`config.mk`:
```
export PLATFORM = sky130hd
export DESIGN_NAME = instruction_decode_block
export DESIGN_NICKNAME = d
export VERILOG_FILES = /design/src/rtl/mips_defs_pkg.sv /design/src/rtl/instruction_decode_block_hazard.sv /design/src/rtl/instruction_decode_block.sv
export SDC_FILE = /design/constraint.sdc
export NUM_CORES = 1
export LEC_CHECK = 0
export BUFFER_PORTS_ARGS = -buffer_cell sky130_fd_sc_hd__buf_4
export CORE_MARGIN = 2
export CORE_UTILIZATION = 46
export DETAILED_ROUTE_END_ITERATION = 16
export GPL_TIMING_DRIVEN = 0
export PLACE_DENSITY_LB_ADDON = 0.3
export SETUP_SLACK_MARGIN = 0.15
export SKIP_CTS_REPAIR_TIMING = 1
export SYNTH_ARGS = -nofsm -noshare
export SYNTH_HDL_FRONTEND = slang
export SYNTH_SLANG_ARGS = --single-unit
```
`constraint.sdc`:
```
create_clock -name clk -period 3.2 [get_ports clk]
set_input_delay 0.32 -clock clk [delete_from_list [all_inputs] [get_ports clk]]
set_output_delay 0.32 -clock clk [all_outputs]
set_load 0.01 [all_outputs]
```
`src/rtl/mips_defs_pkg.sv`:
```
// Shared MIPS decode definitions for the instruction decode stage.
//   - opcode constants for the supported instruction subset
//   - instruction field bit positions
//   - decode-stage FSM state type
//   - decoded control bundle and the opcode decoder that fills it
package mips_defs_pkg;

  localparam logic [5:0] OP_RTYPE = 6'b000000;
  localparam logic [5:0] OP_ADDI  = 6'b001000;
  localparam logic [5:0] OP_LW    = 6'b100011;
  localparam logic [5:0] OP_SW    = 6'b101011;
  localparam logic [5:0] OP_BEQ   = 6'b000100;
  localparam logic [5:0] OP_BNE   = 6'b000101;
  localparam logic [5:0] OP_J     = 6'b000010;

  localparam int OPC_HI   = 31;
  localparam int OPC_LO   = 26;
  localparam int RS_HI    = 25;
  localparam int RS_LO    = 21;
  localparam int RT_HI    = 20;
  localparam int RT_LO    = 16;
  localparam int RD_HI    = 15;
  localparam int RD_LO    = 11;
  localparam int FUNCT_HI = 5;
  localparam int FUNCT_LO = 0;
  localparam int IMM_HI   = 15;
  localparam int IMM_LO   = 0;

  typedef enum logic {
    RUN   = 1'b0,
    STALL = 1'b1
  } id_state_e;

  // known:    opcode belongs to the supported set (NOP counts as known)
  // valid:    instruction occupies a real ID/EX slot (false for NOP/illegal)
  // reads_rt: the rt field is a source operand, not a destination
  // rd_dest:  destination is rd rather than rt
  typedef struct packed {
    logic known;
    logic valid;
    logic reg_wr;
    logic mem_rd;
    logic mem_wr;
    logic reads_rt;
    logic rd_dest;
  } dec_t;

  function automatic dec_t decode_ins(input logic [31:0] ins);
    dec_t d;
    d       = '0;
    d.known = 1'b1;
    d.valid = 1'b1;
    case (ins[OPC_HI:OPC_LO])
      OP_RTYPE: begin
        d.reg_wr   = 1'b1;
        d.rd_dest  = 1'b1;
        d.reads_rt = 1'b1;
      end
      OP_ADDI: d.reg_wr = 1'b1;
      OP_LW: begin
        d.reg_wr = 1'b1;
        d.mem_rd = 1'b1;
      end
      OP_SW: begin
        d.mem_wr   = 1'b1;
        d.reads_rt = 1'b1;
      end
      OP_BEQ, OP_BNE: d.reads_rt = 1'b1;
      OP_J: ;
      default: begin
        d.known = 1'b0;
        d.valid = 1'b0;
      end
    endcase
    // All-zero word is the canonical NOP: a legal bubble.
    if (ins == 32'h0) begin
      d       = '0;
      d.known = 1'b1;
    end
    return d;
  endfunction

endpackage

```
`src/rtl/instruction_decode_block_hazard.sv`:
```
// Load-use hazard compare for the decode stage.
//   ex_valid, ex_mem_rd, ex_rt : load currently sitting in ID/EX
//   rs_addr, rt_addr           : source fields of the instruction in decode
//   reads_rt                   : decode instruction uses rt as a source
//   hazard                     : the decode instruction needs the load's result
module hazard_detect (
  input  logic       ex_valid,
  input  logic       ex_mem_rd,
  input  logic [4:0] ex_rt,
  input  logic [4:0] rs_addr,
  input  logic [4:0] rt_addr,
  input  logic       reads_rt,
  output logic       hazard
);

  // r0 is hard-wired zero, so a load targeting it never creates a dependency.
  assign hazard = ex_valid & ex_mem_rd & (ex_rt != 5'd0) &
                  ((ex_rt == rs_addr) | (reads_rt & (ex_rt == rt_addr)));

endmodule

```
`src/rtl/instruction_decode_block.sv`:
```
// Decode stage: decodes the fetched instruction, resolves J/BEQ/BNE in the
// decode cycle (zero-penalty redirect of the fetch unit), detects load-use
// hazards and registers the decoded instruction into the ID/EX register.
//   clk, reset (async, active-low)
//   ins, current_address     : fetch stream (ins belongs to last cycle's address)
//   rs_fwd, rt_fwd           : forwarded operands for the branch compare
//   rs_addr, rt_addr         : register-file read addresses (combinational)
//   jmp_loc, pc_mux_sel      : redirect target and select toward fetch
//   stall, stall_pm          : fetch hold / program-memory re-present
//   ex_*                     : ID/EX pipeline register
//   ill_op                   : one-cycle pulse after an unknown opcode
//   state_dbg                : current decode FSM state
//
// Fetch interface: when stall/stall_pm are high the fetch unit keeps its
// address and re-presents the same instruction next cycle; that cycle is the
// STALL state and the instruction is decoded again with the load resolved.
// pc_mux_sel high means the fetch unit presents jmp_loc to memory this cycle,
// so the next ins is the target instruction.
module instruction_decode_block
  import mips_defs_pkg::*;
#(
  parameter int ADDR_W = 16,
  parameter int DATA_W = 32
) (
  input  logic              clk,
  input  logic              reset,
  input  logic [31:0]       ins,
  input  logic [ADDR_W-1:0] current_address,
  input  logic [DATA_W-1:0] rs_fwd,
  input  logic [DATA_W-1:0] rt_fwd,
  output logic [4:0]        rs_addr,
  output logic [4:0]        rt_addr,
  output logic [ADDR_W-1:0] jmp_loc,
  output logic              pc_mux_sel,
  output logic              stall,
  output logic              stall_pm,
  output logic              ex_valid,
  output logic [5:0]        ex_opcode,
  output logic [5:0]        ex_funct,
  output logic [4:0]        ex_rs,
  output logic [4:0]        ex_rt,
  output logic [4:0]        ex_dest,
  output logic [DATA_W-1:0] ex_imm,
  output logic              ex_reg_wr,
  output logic              ex_mem_rd,
  output logic              ex_mem_wr,
  output logic [ADDR_W-1:0] ex_pc,
  output logic              ill_op,
  output id_state_e         state_dbg
);

  id_state_e         state, state_nxt;
  logic [ADDR_W-1:0] ins_pc;
  dec_t              dec;
  logic [5:0]        opcode;
  logic [15:0]       imm16;
  logic [4:0]        dest;
  logic              hazard_raw;
  logic              hazard;
  logic              resolve;
  logic              load_bubble;
  logic              br_taken;

  assign dec       = decode_ins(ins);
  assign opcode    = ins[OPC_HI:OPC_LO];
  assign imm16     = ins[IMM_HI:IMM_LO];
  assign rs_addr   = ins[RS_HI:RS_LO];
  assign rt_addr   = ins[RT_HI:RT_LO];
  assign dest      = !dec.reg_wr ? 5'd0 :
                     (dec.rd_dest ? ins[RD_HI:RD_LO] : ins[RT_HI:RT_LO]);
  assign state_dbg = state;

  hazard_detect u_hazard (
    .ex_valid  (ex_valid),
    .ex_mem_rd (ex_mem_rd),
    .ex_rt     (ex_rt),
    .rs_addr   (rs_addr),
    .rt_addr   (rt_addr),
    .reads_rt  (dec.reads_rt),
    .hazard    (hazard_raw)
  );

  // Unknown opcodes have no meaningful source fields, so they never stall.
  assign hazard = hazard_raw & dec.known;

  assign br_taken = ((opcode == OP_BEQ) & (rs_fwd == rt_fwd)) |
                    ((opcode == OP_BNE) & (rs_fwd != rt_fwd));

  always_comb begin
    state_nxt   = state;
    stall       = 1'b0;
    stall_pm    = 1'b0;
    pc_mux_sel  = 1'b0;
    jmp_loc     = '0;
    load_bubble = 1'b0;
    resolve     = 1'b0;
    // Control outputs stay quiet while reset is held, whatever ins shows.
    if (reset) begin
      case (state)
        RUN: begin
          if (hazard) begin
            stall       = 1'b1;
            stall_pm    = 1'b1;
            load_bubble = 1'b1;
            state_nxt   = STALL;
          end else begin
            resolve = 1'b1;
          end
        end
        STALL: begin
          // ID/EX now holds a bubble, so the re-presented instruction
          // cannot hazard again.
          resolve   = 1'b1;
          state_nxt = RUN;
        end
      endcase
    end
    if (resolve && dec.known) begin
      if (opcode == OP_J) begin
        pc_mux_sel = 1'b1;
        jmp_loc    = ADDR_W'(imm16);
      end else if (br_taken) begin
        pc_mux_sel = 1'b1;
        // Offset is added as a raw 16-bit value and wraps modulo 2^ADDR_W;
        // a "negative" offset lands correctly through the wrap.
        jmp_loc    = ins_pc + ADDR_W'(1) + ADDR_W'(imm16);
      end
    end
  end

  always_ff @(posedge clk or negedge reset) begin
    if (!reset) begin
      state     <= RUN;
      ins_pc    <= '0;
      ill_op    <= 1'b0;
      ex_valid  <= 1'b0;
      ex_opcode <= '0;
      ex_funct  <= '0;
      ex_rs     <= '0;
      ex_rt     <= '0;
      ex_dest   <= '0;
      ex_imm    <= '0;
      ex_reg_wr <= 1'b0;
      ex_mem_rd <= 1'b0;
      ex_mem_wr <= 1'b0;
      ex_pc     <= '0;
    end else begin
      state  <= state_nxt;
      ins_pc <= current_address;
      ill_op <= ~dec.known;
      if (load_bubble || !dec.valid) begin
        ex_valid  <= 1'b0;
        ex_opcode <= '0;
        ex_funct  <= '0;
        ex_rs     <= '0;
        ex_rt     <= '0;
        ex_dest   <= '0;
        ex_imm    <= '0;
        ex_reg_wr <= 1'b0;
        ex_mem_rd <= 1'b0;
        ex_mem_wr <= 1'b0;
        ex_pc     <= '0;
      end else begin
        ex_valid  <= 1'b1;
        ex_opcode <= opcode;
        ex_funct  <= ins[FUNCT_HI:FUNCT_LO];
        ex_rs     <= rs_addr;
        ex_rt     <= rt_addr;
        ex_dest   <= dest;
        ex_imm    <= {{(DATA_W-16){imm16[15]}}, imm16};
        ex_reg_wr <= dec.reg_wr;
        ex_mem_rd <= dec.mem_rd;
        ex_mem_wr <= dec.mem_wr;
        ex_pc     <= ins_pc;
      end
    end
  end

endmodule

```
==> results of run 1 <==
==> state kept, by name (all words and copies together), names as in the netlist, 5 cells and up <==
signal / cells
ex_opcode: 6
ex_dest: 5
ex_pc: 16
ins_pc: 16
ex_rt: 5
ex_rs: 5
ex_imm: 16
==> power by group through the flow <==
stage                     Clock [mW]  Sequential (mW)  Combinational (mW)
final                          0.742            0.996               0.580
after global routing           0.806            0.999               0.625
after CTS                      0.759            0.994               0.504
after detailed placement           0             1.01               0.502
after global placement             0             1.01               0.485
after floorplan                    0             1.02               0.234
==> critical path: stages, from the launching register on <==
cell      delay [ns]
dfrtp_1         0.39
ha_1            0.41
o21a_1          0.16
o211ai_1        0.10
a31o_4          0.25
o41ai_4         0.31
xor2_1          0.24
a21oi_1         0.11
a311oi_2        0.26
buf_4           0.18
==> worst min-delay path by stage <==
stage	from	depth (start not counted)	slack, ns	endpoint
after floorplan	reset	0	0.02	ex_dest[0]
after global placement	current_address[12]	1	0.43	ins_pc[12]
after detailed placement	current_address[11]	1	0.43	ins_pc[11]
after CTS	current_address[11]	1	0.06	ins_pc[11]
after global routing	current_address[2]	1	0.05	ins_pc[2]
final	current_address[10]	1	0.08	ins_pc[10]
==> kinds of logic (layout without fill, tap and decap cells) <==
| family | Yosys count | after routing | synth area share |
|---|---|---|---|
| AO/OA/AOI/OAI | 76 | 76 | 0.128 |
| multiplexers | 2 | 2 | 0.00470 |
| AND/OR/NAND/NOR | 145 | 145 | 0.191 |
| adder cells (fa/ha/maj) | 16 | 16 | 0.0487 |
| other | 1 | 1 | 0.000880 |
| flip-flops | 75 | 75 | 0.440 |
| buffers and inverters | 58 | 310 | 0.0834 |
| XOR/XNOR | 50 | 50 | 0.103 |
==> metal layers <==
metal	vias to the layer above	wire length (um)
li1	1944	-
met1	2010	5150
met2	214	6960
met3	37	1050
met4	0	405
met5	-	0
==> cell type report <==
type | count | area, um^2
well taps | 111 | 139
clock inverters | 4 | 48.8
fillers | 658 | 2500
flip-flops and latches | 75 | 1880
inverters | 12 | 45.0
clock buffers | 12 | 155
plain buffers | 45 | 320
multi-input cells | 290 | 2240
repair buffers | 237 | 1780
==> placed cells by master (no fill, tap or decap), types with 3 or more instances in the layout <==
cell type  Yosys  final
a22oi_1        9      9
nor2_1        32     32
a32oi_1        5      5
a21oi_1       17     14
buf_2          2      3
nor4_1         9      9
dfrtp_1       75     75
o211ai_1       4      4
or3_1          5      4
nand2_1       13     11
nor3_1        12     12
xnor2_1       40     40
clkbuf_2       3      4
ha_1          15      8
ha_4           0      6
a21o_1         8      8
o21ai_0        8      7
inv_1         12     11
nand4_1       11     11
buf_4         33    270
buf_6          1      3
o221a_2        5      5
clkbuf_8       0     11
xor2_1        10     10
and2_1        42     42
==> per-stage QoR <==
step / power, mW / instances
after floorplan: 1.25 / 423
after global placement: 1.50 / 756
after detailed placement: 1.51 / 756
after CTS: 2.26 / 772
after global routing: 2.43 / 786
final: 2.32 / 786
==> impl_results.rst, run 1 <==
.. list-table::
   :header-rows: 1

   * - Metric
     - Value
   * - Max-capacitance violation count
     - 0
   * - Post-route cell area
     - 0.00661 mm^2
   * - Core occupancy in the finished layout
     - 0.726
   * - Net Sw Power
     - between 0.6 and 0.7 mW
   * - Core Rows
     - 35
   * - Number of vias per cell after detailed routing
     - 5.35
   * - Mean cell area of the mapped netlist
     - 10.1 um^2
   * - Worst EP required
     - 2.88 ns
   * - Synth top area share
     - 0.440
   * - Antenna violations before repair
     - 0
   * - Crit path capture
     - jmp_loc[15]
   * - Total of buffers placed on input and output ports
     - roughly 220
   * - Sequential share of power
     - 0.430
   * - Top-level I/O count
     - 224
   * - Number of sinks handled by clock tree synthesis
     - between 70 and 80
   * - Arrival time at the worst endpoint
     - 2.75 ns
   * - Worst reg2reg endpoint
     - ex_rt[0]
   * - Post-place instance area
     - 0.00607 mm^2
   * - Met2 demand-to-capacity share in global routing
     - 0.438
   * - Largest net degree at the start of global routing
     - 79
   * - Root buffer selected by CTS
     - clkbuf_8
   * - Upper clock frequency limit
     - 326 MHz
   * - Met1 routing resource usage after global routing
     - 0.297
   * - Starting density of the core
     - 0.468
   * - Vias after detailed routing
     - 4,205
   * - Syn. warnings
     - 0
   * - Most area-consuming cells after synthesis
     - dfrtp_1, xnor2_1, and2_1
   * - Most used flip-flop cell after synthesis
     - dfrtp_1
   * - Post-layout worst setup margin
     - 0.132 ns
   * - Final worst path period share
     - 0.959
   * - Number of global-route vias before repair
     - slightly above 4,000
   * - Worst setup path startpoint
     - ins_pc[6]
   * - Wire length per cell after detailed routing
     - 17.3 um
   * - Power share of the clock group
     - 0.320
   * - Class of the tightest hold or removal check
     - input port to flop
   * - Depth of the worst register-to-register path
     - 8
   * - IR Drop Worst-Case VDD
     - 0.300 mV
   * - Setup repair after global routing missed its margin
     - yes
   * - Async SR Flop Fraction
     - 1.00
   * - Total CTS buffers
     - 9
   * - Setup Slack @ Placement
     - -0.0815 ns
   * - Endpoint kind of the worst setup timing path
     - output port
   * - Placeable core region
     - 0.00911 mm^2
   * - Clock transition at the register clock pins on the worst setup and hold paths after CTS
     - 0.07 ns
   * - Top-count cell post-synth
     - dfrtp_1
   * - TritonCTS clock tree
     - yes
   * - Final count of negative-setup-slack endpoints
     - 0
   * - Normalized max-slew margin
     - 0.370
   * - Syn nets
     - 553
   * - Number of levels the H-tree was split into
     - 3
   * - Tightest Pin Transition
     - about 0.94 ns
   * - Maximum fanout encountered on the critical timing path
     - 6
   * - Total Routing Usage GR
     - 0.252
   * - Combined area of all synthesized cells
     - approximately 0.0043 mm^2
   * - Area delta synth->final
     - 55.1%
   * - Largest buffer count on any clock path
     - 2
   * - Outcome
     - finished clean
   * - Sequential cell area fraction in the yosys report
     - 0.440
   * - Half-perimeter wire length after detailed placement
     - 9910 um
   * - NumNets Final
     - 800
   * - Reported leakage power
     - 3.30 nW
   * - Fraction of final layout cells sized beyond drive strength 1
     - 0.490
   * - DIE WIDTH
     - approximately 100 um
   * - Met3 GRT Util
     - 0.0759
   * - Post-synthesis register bit count
     - 75
   * - Worst hold-check slack
     - 0.0782 ns
   * - Wire length of the first global-routing pass
     - 19,700 um
   * - RD Place Congestion
     - 0.925
   * - Number of cells produced by synthesis
     - 423
   * - EDFF count, synth
     - 0
   * - Power Internal
     - 1.69 mW
   * - Worst Skew
     - around 0.017 ns
   * - Path type of the worst setup path
     - flop to output port
   * - Final Critical Period
     - between 3 and 4 ns
   * - Count of cell types in the netlist
     - 58
   * - Hold Vio Cnt, Final
     - 0
   * - Total die area
     - 0.0101 mm^2
   * - Count of routing violations after the opening detailed-route iteration
     - slightly above 200
   * - Combinational group share of total power
     - 0.250
   * - Total overflow reported by the global router
     - 0
   * - Max-slew violation count
     - 0
   * - DRT Wirelength
     - 13,600 um
   * - Power Dens Cells
     - 351 mW/mm^2
   * - Top cells by instance count after synthesis
     - dfrtp_1, and2_1, xnor2_1
   * - Setup slack on the worst flop-to-flop path
     - 1.07 ns
   * - Critical path startpoint category
     - flop
   * - Detailed-router iteration count before antenna repair
     - 5
   * - Number of inserted diodes
     - 0
   * - Switching power as a share of total power
     - 0.273
   * - Cell type with the largest total area after synthesis
     - dfrtp_1
   * - Vertical die dimension
     - 100 um
   * - Skew-Pair Late Insertion Delay
     - 0.35 ns
   * - Sum Neg Setup Slack
     - 0 ns
   * - Final antenna-violating net count
     - 0
   * - Origin of the critical flop-to-flop path
     - ex_rt[3]
   * - Most used routing layer
     - met2
   * - DRC violation count after routing
     - 0
No activity file was read; power rests on OpenSTA's default activity.
==> inputs of run 2 (changes only) <==
--- a/config.mk
+++ b/config.mk
@@ -9,7 +9,9 @@
 export CORE_MARGIN = 2
 export CORE_UTILIZATION = 46
 export DETAILED_ROUTE_END_ITERATION = 16
+export GPL_ROUTABILITY_DRIVEN = 0
 export GPL_TIMING_DRIVEN = 0
+export HOLD_SLACK_MARGIN = 0.1
 export PLACE_DENSITY_LB_ADDON = 0.3
 export SETUP_SLACK_MARGIN = 0.15
 export SKIP_CTS_REPAIR_TIMING = 1
==> run 2 against run 1 <==
  * Design area rose by 2.0%
  * Register-to-register slack worse by 0.15 ns
  * Sequential share of layout area shrank 0.56 points
  * Core utilization is 1.5 points higher
  * Clock skew decreased by 0.0078 ns
  * Combinational power is essentially flat
  * Critical endpoint unchanged
  * Highest routed layer unchanged
==> impl_results.rst, run 2 (synthesis results as in run 1) <==
.. list-table::
   :header-rows: 1

   * - Metric
     - Value
   * - Total CTS buffers
     - 9 (unchanged)
   * - Power Dens Cells
     - 346 mW/mm^2 (was 351 mW/mm^2)
   * - Setup repair after global routing missed its margin
     - yes (unchanged)
   * - Number of levels the H-tree was split into
     - 3 (unchanged)
   * - Fraction of final layout cells sized beyond drive strength 1
     - 0.482 (was 0.490)
   * - Core Rows
     - 35 (unchanged)
   * - Worst hold-check slack
     - 0.108 ns (was 0.0782 ns)
   * - IR Drop Worst-Case VDD
     - 0.234 mV (was 0.300 mV)
   * - Max-slew violation count
     - 0 (unchanged)
   * - Number of global-route vias before repair
     - 4,012 (was 4,080)
   * - Worst Skew
     - 0.00895 ns (was 0.0167 ns)
   * - Tightest Pin Transition
     - 0.942 ns (was 0.945 ns)
   * - Largest net degree at the start of global routing
     - 79 (unchanged)
   * - Detailed-router iteration count before antenna repair
     - 5 (unchanged)
   * - Combinational group share of total power
     - 0.249 (was 0.250)
   * - Arrival time at the worst endpoint
     - 2.79 ns (was 2.75 ns)
   * - Sequential share of power
     - 0.426 (was 0.430)
   * - Number of sinks handled by clock tree synthesis
     - 75 (unchanged)
   * - Clock transition at the register clock pins on the worst setup and hold paths after CTS
     - 0.09 ns (was 0.07 ns)
   * - Total chip power
     - 2.34 mW (was 2.32 mW)
   * - Starting density of the core
     - 0.468 (unchanged)
   * - Endpoint kind of the worst setup timing path
     - output port (unchanged)
   * - Commonest non-fill, non-tap cells in the layout
     - buf_4, dfrtp_1, and2_1 (unchanged)
   * - Wire length of the first global-routing pass
     - 19,600 um (was 19,700 um)
   * - Number of vias per cell after detailed routing
     - 5.27 (was 5.35)
   * - Total of buffers placed on input and output ports
     - 222 (unchanged)
   * - Placeable core region
     - 0.00911 mm^2 (unchanged)
   * - Net Sw Power
     - 0.667 mW (was 0.632 mW)
   * - Count of routing violations after the opening detailed-route iteration
     - 199 (was 204)
   * - Largest registers ranked by flip-flop count
     - ex_imm (16), ex_pc (16), ins_pc (16) (unchanged)
   * - Class of the tightest hold or removal check
     - input port to async pin (was input port to flop)
   * - Top-level I/O count
     - 224 (unchanged)
   * - Normalized max-slew margin
     - 0.372 (was 0.370)
   * - Worst EP required
     - 2.88 ns (about the same)
   * - Root buffer selected by CTS
     - clkbuf_8 (unchanged)
   * - Half-perimeter wire length after detailed placement
     - 9980 um (was 9910 um)
   * - Maximum fanout encountered on the critical timing path
     - 4 (was 6)
   * - Power share of the clock group
     - 0.325 (was 0.320)
   * - Skew-Pair Late Insertion Delay
     - 0.36 ns (was 0.35 ns)
   * - Vertical die dimension
     - 100 um (unchanged)
   * - Hold Vio Cnt, Final
     - 0 (unchanged)
   * - Final Critical Period
     - 3.11 ns (was 3.07 ns)
   * - Wire length per cell after detailed routing
     - 17.2 um (was 17.3 um)
   * - Leading cell type in the layout, fill and taps excluded
     - buf_4 (unchanged)
   * - NumNets Final
     - 809 (was 800)
   * - Final worst path period share
     - 0.972 (was 0.959)
   * - DIE WIDTH
     - 100 um (unchanged)
   * - Total Routing Usage GR
     - 0.250 (was 0.252)
   * - Power Internal
     - 1.67 mW (was 1.69 mW)
   * - Final antenna-violating net count
     - 0 (unchanged)
   * - Total overflow reported by the global router
     - 0 (unchanged)
   * - Switching power as a share of total power
     - 0.285 (was 0.273)
   * - DRC violation count after routing
     - 0 (unchanged)
   * - DRT Wirelength
     - 13,700 um (was 13,600 um)
   * - Area delta synth->final
     - 58.3% (was 55.1%)
   * - TritonCTS clock tree
     - yes (unchanged)
   * - Max-capacitance violation count
     - 0 (unchanged)
   * - Number of inserted diodes
     - 0 (unchanged)
   * - Path type of the worst setup path
     - flop to output port (unchanged)
   * - Largest buffer count on any clock path
     - 2 (unchanged)
   * - Core occupancy in the finished layout
     - 0.741 (was 0.726)
   * - Vias after detailed routing
     - 4,187 (was 4,205)
   * - Upper clock frequency limit
     - 321 MHz (was 326 MHz)
   * - Critical path startpoint category
     - flop (unchanged)
   * - Final count of negative-setup-slack endpoints
     - 0 (unchanged)
   * - Antenna violations before repair
     - 0 (unchanged)
   * - Outcome
     - finished clean (unchanged)
   * - Total die area
     - 0.0101 mm^2 (unchanged)
   * - Reported leakage power
     - 3.32 nW (was 3.30 nW)
==> run 2: layout make-up <==
| cell class | count | area (um^2) |
|---|---|---|
| Fill cell | 651 | 2360 |
| Multi-Input combinational cell | 290 | 2270 |
| Timing Repair Buffer | 246 | 1890 |
| Sequential cell | 75 | 1880 |
| Buffer | 45 | 320 |
| Clock buffer | 11 | 141 |
| Tap cell | 111 | 139 |
| Clock inverter | 5 | 61.3 |
| Inverter | 12 | 45.0 |
==> run 2: critical path, stage by stage (launching register included) <==
cell and delay, ns:
dfrtp_1 0.42, ha_4 0.26, a21o_1 0.21, o21bai_4 0.19
a2111oi_4 0.34, o41ai_4 0.15, xor2_1 0.20, nand2b_4 0.17
a311oi_4 0.31, buf_4 0.18
==> run 2: final timing paths <==
| path | startpoint | end | slack [ns] | depth (start not counted) |
|---|---|---|---|---|
| max in group asynchronous | reset | ex_pc[13] | 2.49 | 1 |
| worst min register to register | ins_pc[8] | ex_pc[8] | 0.49 | 1 |
| worst max-delay path | ins_pc[10] | jmp_loc[15] | 0.09 | 9 |
| worst min-delay path | reset | ex_opcode[4] | 0.11 | 1 |
| min in group clk | ins[29] | ex_mem_rd | 0.19 | 2 |
| worst max register to register | ex_rt[4] | ex_pc[13] | 0.92 | 8 |
==> run 2: power by group through the flow <==
stage / combinational (mW) / clock, mW / sequential [mW]
4_1_cts: 0.504 / 0.768 / 0.994
3_3_place_gp: 0.485 / 0 / 1.01
6_report: 0.581 / 0.759 / 0.996
3_5_place_dp: 0.502 / 0 / 1.01
5_1_grt: 0.626 / 0.812 / 0.999
2_1_floorplan: 0.234 / 0 / 1.02
==> run 2: stage by stage <==
step / cell area, um^2 / std cells / setup TNS (ns) / setup WS, ns
global placement: 6070 / 756 / -0.455 / -0.0620
CTS: 6270 / 772 / -1.22 / -0.174
global route: 6750 / 795 / -0.0143 / -0.0143
floorplan: 4260 / 423 / 0 / 0.404
finish: 6750 / 795 / 0 / 0.0888
detailed placement: 6070 / 756 / -1.06 / -0.136
==> run 2: routing by layer <==
metal | GRT usage | up-vias | routed length, um
met5 | 0 | - | 0
met4 | 0.0991 | 0 | 305
met3 | 0.0543 | 27 | 934
met2 | 0.433 | 202 | 7180
met1 | 0.304 | 1995 | 5300
li1 | - | 1963 | -
